===== src/rtl/eb_pkg.sv =====
// Shared types for the elastic-buffer stages.
// The state encoding equals buffer occupancy, so the state flop doubles as the count.
package eb_pkg;

    typedef enum logic [1:0] {
        EMPTY = 2'd0,
        HALF  = 2'd1,
        FULL  = 2'd2
    } eb2_state_t;

endpackage


===== src/rtl/eb2_ctrl.sv =====
// Control path of the two-entry elastic buffer.
// Produces flopped handshake outputs and the data-register enables.
module eb2_ctrl
    import eb_pkg::*;
(
    input  logic       clk,
    input  logic       reset_n,
    input  logic       t_0_valid,
    input  logic       i_0_ready,
    output logic       t_0_ready,
    output logic       i_0_valid,
    output logic       en_main,
    output logic       en_skid,
    output logic       sel_skid,
    output logic [1:0] count
);

    eb2_state_t state_q;
    eb2_state_t state_d;
    logic       push;
    logic       pop;

    assign push  = t_0_valid & t_0_ready;
    assign pop   = i_0_valid & i_0_ready;
    assign count = state_q;

    // Handshake outputs are decoded from the next state so they leave straight from flops.
    always_ff @(posedge clk or negedge reset_n) begin
        if (!reset_n) begin
            state_q   <= EMPTY;
            t_0_ready <= 1'b1;
            i_0_valid <= 1'b0;
        end else begin
            state_q   <= state_d;
            t_0_ready <= (state_d != FULL);
            i_0_valid <= (state_d != EMPTY);
        end
    end

    always_comb begin
        state_d = state_q;
        case (state_q)
            EMPTY: if (push) state_d = HALF;
            HALF: begin
                if (push && !pop)      state_d = FULL;
                else if (!push && pop) state_d = EMPTY;
            end
            FULL:    if (pop) state_d = HALF;
            default: state_d = EMPTY;
        endcase
    end

    always_comb begin
        en_main  = 1'b0;
        en_skid  = 1'b0;
        sel_skid = 1'b0;
        case (state_q)
            EMPTY: en_main = push;
            HALF: begin
                en_main = push & pop;
                en_skid = push & ~pop;
            end
            FULL: begin
                en_main  = pop;
                sel_skid = 1'b1;
            end
            default: ;
        endcase
    end

endmodule


===== src/rtl/eb2_ctrl_buf.sv =====
// Two-entry elastic buffer: registers both the valid and the ready path
// while sustaining one transfer per cycle.
module eb2_ctrl_buf
    import eb_pkg::*;
#(
    parameter int WIDTH = 32
) (
    input  logic             clk,
    input  logic             reset_n,
    input  logic             t_0_valid,
    output logic             t_0_ready,
    input  logic [WIDTH-1:0] t_0_data,
    output logic             i_0_valid,
    input  logic             i_0_ready,
    output logic [WIDTH-1:0] i_0_data,
    output logic [1:0]       count
);

    logic             en_main;
    logic             en_skid;
    logic             sel_skid;
    logic [WIDTH-1:0] main_reg;
    logic [WIDTH-1:0] skid_reg;

    eb2_ctrl u_ctrl (
        .clk       (clk),
        .reset_n   (reset_n),
        .t_0_valid (t_0_valid),
        .i_0_ready (i_0_ready),
        .t_0_ready (t_0_ready),
        .i_0_valid (i_0_valid),
        .en_main   (en_main),
        .en_skid   (en_skid),
        .sel_skid  (sel_skid),
        .count     (count)
    );

    // The head entry refills from the skid entry when draining out of FULL.
    always_ff @(posedge clk or negedge reset_n) begin
        if (!reset_n) begin
            main_reg <= '0;
            skid_reg <= '0;
        end else begin
            if (en_main) main_reg <= sel_skid ? skid_reg : t_0_data;
            if (en_skid) skid_reg <= t_0_data;
        end
    end

    assign i_0_data = main_reg;

endmodule


===== config.mk =====
export PLATFORM = sky130hd
export DESIGN_NAME = eb2_ctrl_buf
export DESIGN_NICKNAME = d
export VERILOG_FILES = /design/src/rtl/eb_pkg.sv /design/src/rtl/eb2_ctrl.sv /design/src/rtl/eb2_ctrl_buf.sv
export SDC_FILE = /design/constraint.sdc
export NUM_CORES = 1
export LEC_CHECK = 0
export ABC_AREA = 1
export BUFFER_PORTS_ARGS = -buffer_cell sky130_fd_sc_hd__buf_2
export CORE_UTILIZATION = 55
export DETAILED_ROUTE_END_ITERATION = 7
export PLACE_DENSITY = 0.87
export REMOVE_ABC_BUFFERS = 1
export SLEW_MARGIN = 20
export SYNTH_ARGS = -nofsm -noshare
export SYNTH_HDL_FRONTEND = slang
export SYNTH_SLANG_ARGS = --single-unit

===== constraint.sdc =====
create_clock -name clk -period 1.9 [get_ports clk]
set_input_delay 0.19 -clock clk [delete_from_list [all_inputs] [get_ports clk]]
set_output_delay 0.19 -clock clk [all_outputs]
set_load 0.005 [all_outputs]

* Yosys cells after proc, flatten, opt, wreduce, memory -nomap -nowiden
Index checks and enable logic that the tools add are counted.
** Word-level totals
- Bits in registers :: 68
- Word-level logic and storage cells :: 28
- Output and inout bits :: 36
- Bits of input ports :: 36
** Operators by class
- Reductions and logical operators :: 6
- Mux-type cells :: 9
- Equality and inequality tests :: 3
- Bitwise operators :: 5
** Operators with widths (count)
- 32-bit two-way mux :: 1
- 2-bit two-way mux :: 4
- 2-bit case mux with 3 select lines :: 1
- 1-bit AND :: 4
- 1-bit case mux with 3 select lines :: 1
- 2-bit by 1-bit == test with 1-bit output (second input constant) :: 1
- 2-bit == test (second input constant) :: 1
- 1-bit logical AND :: 2
- 1-bit logical NOT :: 2
- 2-bit logical NOT :: 1
- 1-bit two-way mux :: 2
- 2-bit inequality test (second input constant) :: 1
- 2-bit nonzero test :: 1
- 1-bit inverter :: 1

* Logic depth before layout (Yosys ltp)
Gate-level depths: netlist (run 1).
- Depth after elaboration :: 7
- Mapped depth :: 8
- Mapped depth without buffers :: 6

* Cells and area by module
From an unflattened synthesis (run 1), not the netlist that was laid out.
** Second synthesis, totals
- Cell total of the unflattened synthesis :: 400
- Area, all modules :: 3229.3 um^2
** By module, submodules not included
- eb2_ctrl_buf :: cells each 375, area an instance 3022.9 um^2, times used 1, sequential area each 1601.5 um^2
- eb2_ctrl :: cells each 25, area an instance 206.4 um^2, times used 1, sequential area each 101.3 um^2

* Least setup slack after synthesis (run 1)
Ideal clock, no wire load.
- Path type :: reg2reg
- Start :: register u_ctrl.state_q[1] (netlist: u_ctrl.count[1])
- End :: register skid_reg[10]
- Arrival :: 1.096 ns
- Clock period less this slack :: 1.213 ns
- Path buffers :: 2
- Library setup time :: 0.116 ns
- Data required time :: 1.784 ns
- Stages on the path, launching flop included :: 9
- Slack :: 0.687 ns
- Cell sequence :: dfrtp_1 buf_6 inv_4 nand3_2 nor2_4 inv_2 buf_6 nand2_1 nand2_1
** On the way
- Cells in the longest elaborated chain, start to end :: 2
** Ends and longest elaborated chain
- from (decl) :: line eb2_ctrl.sv:18 : eb2_state_t state_q;
- from (signal assigned) :: line eb2_ctrl.sv:34 : state_q <= state_d;
- 2-bit by 1-bit == test with 1-bit output :: line eb2_ctrl.sv:57 : case (state_q)
- 1-bit two-way mux :: line eb2_ctrl.sv:57
- to (signal assigned) :: line eb2_ctrl_buf.sv:45 : if (en_skid) skid_reg <= t_0_data;
- to (decl) :: line eb2_ctrl_buf.sv:23 : logic [WIDTH-1:0] skid_reg;
No other way between the ends.
A chain may end at the register's enable or synchronous reset.

* Worst setup path in the final report (run 1)
- Start :: register u_ctrl.i_0_valid
- End :: register skid_reg[25]
** On the way
- Cells in the longest elaborated chain, start to end :: 4
** Ends and longest elaborated chain
- from (decl) :: line eb2_ctrl.sv:11 : output logic i_0_valid,
- from (signal assigned) :: line eb2_ctrl.sv:36 : i_0_valid <= (state_d != EMPTY);
- 1-bit AND :: line eb2_ctrl.sv:24 : assign pop = i_0_valid & i_0_ready;
- 1-bit inverter :: line eb2_ctrl.sv:61 : en_skid = push & ~pop;
- 1-bit AND :: line eb2_ctrl.sv:61
- 1-bit two-way mux :: line eb2_ctrl.sv:57
No other way between the ends.

==> reports/results.ini, run 1 <==
[floorplan]
num_rows = 27
die-area_um2 = 6090
core_um2 = 5540
dieWidth_um = 78.0
ioPinCount = 72
die_y_um = 78.0
initial_utilization_pct = 57.4

[timing]
slew_violations = 0
fin_skew_ns = 0.00519
fin_crit_ns = 1.65
setup_violations = 0
relSlewSlack_pct = 63.7
fin_crit_sh_pct = 87.0
rsz0062_at_grt = false
tightest_slew_ns = 0.544
fmax_mhz = 605
hold_violations = 0

[global_routing]
grt_overflow_total = 0
grt.total_usage_pct = 25.9
grt_pass1_wl_um = 12100
grt_max_degree = 69
grt_pass1_vias = 2638
antenna_found_initial = 0

[worst_setup_path]
path_max_fanout = 32
crit_required_ns = 2.13
start_kind = register
cp_data_arrival_time_ns = 1.88
timing_worst_setup_path_type = register to register
cp-end-kind = register
reg2reg_slack_ns = 0.25

[final_layout]
final_common_cell = nand2_1
area_growth_pct = 17.3
n_antenna_cell = 0
post-route-util_pct = 67.3
final_cell_mix = 230 x nand2_1, 71 x buf_2, 67 x dfrtp_1
instances_no_fill = 550
n_fill_cell = 470
final_net_count = 509
drive_gt1_share_pct = 22.4

[synth]
synth-seq-cells = 68
synth_top_area_share_pct = 52.7
synthDistinctLibCells = 17
synth_area_leaders = dfrtp_1 53%, nand2_1 27%, nand3_1 10%
yosysSeqAreaShare_pct = 53.5
yosysWarnings = 0
synth_area_um2 = 3180
synthCells = 405
yosys.area.top_type = dfrtp_1
syn_avg_cell_area_um2 = 7.85

[run_status]
outcome = completed

[routing]
wirelength_um = 7380
via_per_inst = 5.18
ant_nets = 0
drcViolationCount = 0
drt-wirelength-per-cell_um = 13.4
vias = 2848
firstDrtPassIters = 5
drtIter0Drc = 258

[clocking]
ctsResizeCount = 0
clockRootBuffer = clkbuf_8
cts_max_path_buffers = 2
postCtsSetupRepairBufs = 0
cts_tree = yes
clk_pin_slew_worst_paths_ns = 0.07
h-tree-depth = 3
numCtsBuffers = 9
clock-sinks = 68
clk-insertion-delay-late_ns = 0.34
cts_hold_buf = 1

[pwr]
leakage_nw = 2.18
p_per_area_nw_per_um2 = 1610
vdd_drop_max_uv = 789

[flow_run]
cap_violations = 0

[placement]
port_buffers = 71
hpwl_um = 4610
gp_congestion = 0.775
placedCellCount = 533

[min_path]
min_path_type = input port to register

==> worst max-delay path: stages (launching register included) <==
cell and delay (ns):
dfrtp_1 0.38, nand2_1 0.17, nand2_1 0.12, nor2_4 0.32, inv_2 0.32, nand2_1 0.16, nand2_1 0.07
==> cell type report <==
class	count	area (um2)	area share [%]
repair buffers	82	453	12.1
inverters	7	28.8	0.772
clock buffers	13	169	4.53
flip-flops and latches	68	1700	45.7
multi-input cells	305	1270	33.9
clock inverters	3	20.0	0.537
well taps	72	90.1	2.42
==> report_power, final <==
group	internal (mW)	leakage, nW	switching [mW]
Sequential	2.14	0.843	0.372
Clock	0.579	0.0917	0.535
Combinational	0.870	1.25	1.53
==> metrics by stage <==
| stage | power [mW] | setup TNS, ns | hold slack, ns | setup WS, ns | area, um2 |
|---|---|---|---|---|---|
| 2_1_floorplan | 3.90 | -15.86 | -0.106 | -0.473 | 3000 |
| 3_3_place_gp | 4.79 | 0 | 0.234 | 0.319 | 3530 |
| 3_5_place_dp | 4.90 | 0 | 0.240 | 0.260 | 3530 |
| 4_1_cts | 6.04 | 0 | 0.0554 | 0.236 | 3730 |
| 5_1_grt | 6.48 | 0 | 0.0618 | 0.108 | 3730 |
| 6_report | 6.02 | 0 | 0.0661 | 0.247 | 3730 |
==> cells by family (layout without fill, tap and decap cells) <==
family          count (synthesis)  count (layout)  synth area share (%)
buf+inv                        32             105                  6.65
compound gates                  1               1                 0.157
flops                          68              68                  53.5
simple gates                  304             304                  39.7
==> worst paths after layout <==
check | start | to | depth (start not counted)
min | t_0_data[7] | skid_reg[7]$_DFFE_PN0P_ | 3
min in group asynchronous | reset_n | i_0_data[12]$_DFFE_PN0P_ | 3
max in group asynchronous | reset_n | u_ctrl.t_0_ready$_DFF_PN1_ | 3
min reg2reg | skid_reg[6]$_DFFE_PN0P_ | skid_reg[6]$_DFFE_PN0P_ | 2
max reg2reg | u_ctrl.i_0_valid$_DFF_PN0_ | skid_reg[25]$_DFFE_PN0P_ | 6
max | u_ctrl.i_0_valid$_DFF_PN0_ | skid_reg[25]$_DFFE_PN0P_ | 6
==> cells in the mapped netlist <==
library cell,instances
dfrtp_1,67
buf_2,11
nand2_2,3
buf_4,6
a21oi_1,1
inv_4,1
nand2_4,2
clkbuf_1,1
inv_1,4
buf_6,7
nor2_4,1
nand3_2,1
nand2_1,230
inv_2,2
dfstp_2,1
nor3_1,1
nand3_1,66
==> per-layer routing <==
metal | vias to the layer above | global-route usage, % | part of all wire (%)
li1 | 1397 | - | -
met1 | 1336 | 34.0 | 44
met2 | 106 | 42.5 | 48
met3 | 9 | 4.53 | 6.2
met4 | 0 | 11.1 | 1.6
met5 | - | 0 | 0
No activity file was read; power rests on OpenSTA's default activity.
==> run 2, diff against run 1 <==
--- a/config.mk
+++ b/config.mk
@@ -10,7 +10,6 @@
 export CORE_UTILIZATION = 55
 export DETAILED_ROUTE_END_ITERATION = 7
 export PLACE_DENSITY = 0.87
-export REMOVE_ABC_BUFFERS = 1
 export SLEW_MARGIN = 20
 export SYNTH_ARGS = -nofsm -noshare
 export SYNTH_HDL_FRONTEND = slang
==> reports/results.ini, run 2 (synthesized netlist as in run 1, its figures left out) <==
[global_routing]
grt_pass1_vias = 2680  ; +1.6%
grt_max_degree = 35  ; -49%
grt_pass1_wl_um = 12400  ; +2.0%
antenna_found_initial = 0  ; unchanged
grt_overflow_total = 0  ; unchanged
grt.total_usage_pct = 26.5  ; +0.58 points

[pwr]
intPower_mw = 3.65  ; +1.9%
vdd_drop_max_uv = 761  ; -3.6%
combPwrFrac_pct = 39.0  ; -0.8 points
sw_frac_of_total_pct = 39.7  ; -0.74 points
p_per_area_nw_per_um2 = 1620  ; +0.64%
power.switching_mw = 2.41  ; -1.2%
p_clk_share_pct = 19.6  ; +1.1 points
seqPwrFrac_pct = 41.4  ; -0.3 points
leakage_nw = 2.19  ; +0.56%

[final_layout]
design_area_um2 = 3730  ; unchanged
multi_input_area_um2 = 1270  ; unchanged
final_common_cell = nand2_1
final_cell_mix = 230 x nand2_1, 71 x buf_2, 67 x dfrtp_1
drive_gt1_share_pct = 22.6  ; +0.21 points
area_growth_pct = 17.3  ; unchanged
final_net_count = 509  ; unchanged
n_antenna_cell = 0  ; unchanged
seq_area_um2 = 1700  ; unchanged
n_fill_cell = 470  ; unchanged

[routing]
vias = 2835  ; -0.46%
firstDrtPassIters = 4  ; -1
drtIter0Drc = 307  ; +19%
wl_met2_um = 3450  ; -2.8%
drcViolationCount = 0  ; unchanged
ant_nets = 0  ; unchanged
drt-wirelength-per-cell_um = 13.2  ; -1.5%
top_layer_used = met4
wirelength_um = 7270  ; -1.5%
wl_met3_um = 478  ; +5.3%
via_per_inst = 5.15  ; -0.46%
met1Wirelength_um = 3160  ; -3.2%

[timing]
relSlewSlack_pct = 62.6  ; -1.1 points
setup_violations = 0  ; unchanged
fmax_mhz = 636  ; +5.1%
rsz0062_at_grt = false
tns_ns = 0  ; unchanged
fin_skew_ns = 0.00285  ; -0.00234 ns
tightest_slew_ns = 0.560  ; +0.0163 ns
fin_crit_ns = 1.57  ; -0.0806 ns
fin_crit_sh_pct = 82.8  ; -4.2 points
hold_violations = 0  ; unchanged
slew_violations = 0  ; unchanged

[worst_setup_path]
timing_worst_setup_path_type = register to register
start_kind = register
path_max_fanout = 32  ; unchanged
reg2reg_depth = 5  ; -1
crit_required_ns = 2.13  ; about the same
cp_data_arrival_time_ns = 1.80  ; -0.08 ns
cp-end-kind = register

[min_path]
holdPathStages = 3  ; unchanged
min_path_type = input port to register

[placement]
place_area_um2 = 3520  ; -0.35%
gp_congestion = 0.787  ; +1.5%
hpwl_um = 4660  ; +1.2%
port_buffers = 71  ; unchanged

[floorplan]
core_um2 = 5540  ; unchanged
initial_utilization_pct = 57.4  ; unchanged
ioPinCount = 72  ; unchanged
dieWidth_um = 78.0  ; unchanged
die_y_um = 78.0  ; unchanged
die-area_um2 = 6090  ; unchanged
num_rows = 27  ; unchanged

[clocking]
numCtsBuffers = 9  ; unchanged
clk-insertion-delay-late_ns = 0.34  ; about the same
clk_pin_slew_worst_paths_ns = 0.07  ; about the same
clock-sinks = 68  ; unchanged
h-tree-depth = 3  ; unchanged
cts_max_path_buffers = 2  ; unchanged
clockRootBuffer = clkbuf_8
cts_tree = yes

[run_status]
outcome = completed

[flow_run]
cap_violations = 0  ; unchanged

[synth]
syn_nets = 441

run 2: cell count changes in the layout (fill, tap and decap cells not counted):
cell and delta:
clkbuf_1 -1, clkbuf_8 -1, clkinv_2 +3, buf_4 +1
bufinv_16 +1, buf_12 -1, clkinvlp_4 -2
run 2: power groups by stage:
stage / Sequential (mW) / Combinational, mW / Clock, mW
floorplan: 2.50 / 1.67 / 0
global placement: 2.50 / 2.26 / 0
detailed placement: 2.53 / 2.33 / 0
CTS: 2.51 / 2.36 / 1.20
global route: 2.59 / 2.69 / 1.27
finish: 2.51 / 2.36 / 1.19
run 2: area by class of cell:
class / count / share of cell area (%)
clock buffers: 11 / 4.06
multi-input cells: 305 / 33.9
repair buffers: 82 / 11.8
clock inverters: 5 / 1.34
well taps: 72 / 2.42
flip-flops and latches: 68 / 45.7
inverters: 7 / 0.772
run 2: final timing paths:
kind	start	endpoint	slack (ns)
setup / recovery	u_ctrl.t_0_ready$_DFF_PN1_	i_0_data[3]$_DFFE_PN0P_	0.33
hold / removal	t_0_data[17]	skid_reg[17]$_DFFE_PN0P_	0.06
setup reg to reg	u_ctrl.t_0_ready$_DFF_PN1_	i_0_data[3]$_DFFE_PN0P_	0.33
hold reg to reg	skid_reg[13]$_DFFE_PN0P_	skid_reg[13]$_DFFE_PN0P_	0.47
max in group asynchronous	reset_n	u_ctrl.t_0_ready$_DFF_PN1_	0.87
min in group asynchronous	reset_n	skid_reg[25]$_DFFE_PN0P_	0.36
run 2: timing repair:
| action | CTS | global route |
|---|---|---|
| setup buffers | 0 | 0 |
| resized for setup | 0 | 0 |
| hold buffers | 1 | 0 |
| hold endpoints to repair | 21 | 0 |
run 2: metal layers:
layer | GRT usage, % | vias up
li1 | - | 1397
met1 | 36.0 | 1298
met2 | 40.6 | 123
met3 | 5.12 | 17
met4 | 13.7 | 0
met5 | 0 | -
run 2: metrics by stage:
stage / hold WS [ns] / util [%] / setup WS (ns) / cells / power, mW
finish: 0.0642 / 67.3 / 0.327 / 550 / 6.06
global route: 0.0507 / 67.3 / 0.193 / 550 / 6.56
CTS: 0.0560 / 67.3 / 0.337 / 550 / 6.08
detailed placement: 0.195 / 63.5 / 0.360 / 533 / 4.86
global placement: 0.186 / 63.5 / 0.418 / 533 / 4.76
floorplan: -0.106 / - / 0.687 / 405 / 4.17
run 2: worst max-delay path, stage by stage, from the launching register on:
cell     delay, ns
dfstp_2       0.56
nand3_2       0.12
nand2_2       0.28
nand2_4       0.29
nand2_1       0.15
nand2_1       0.06
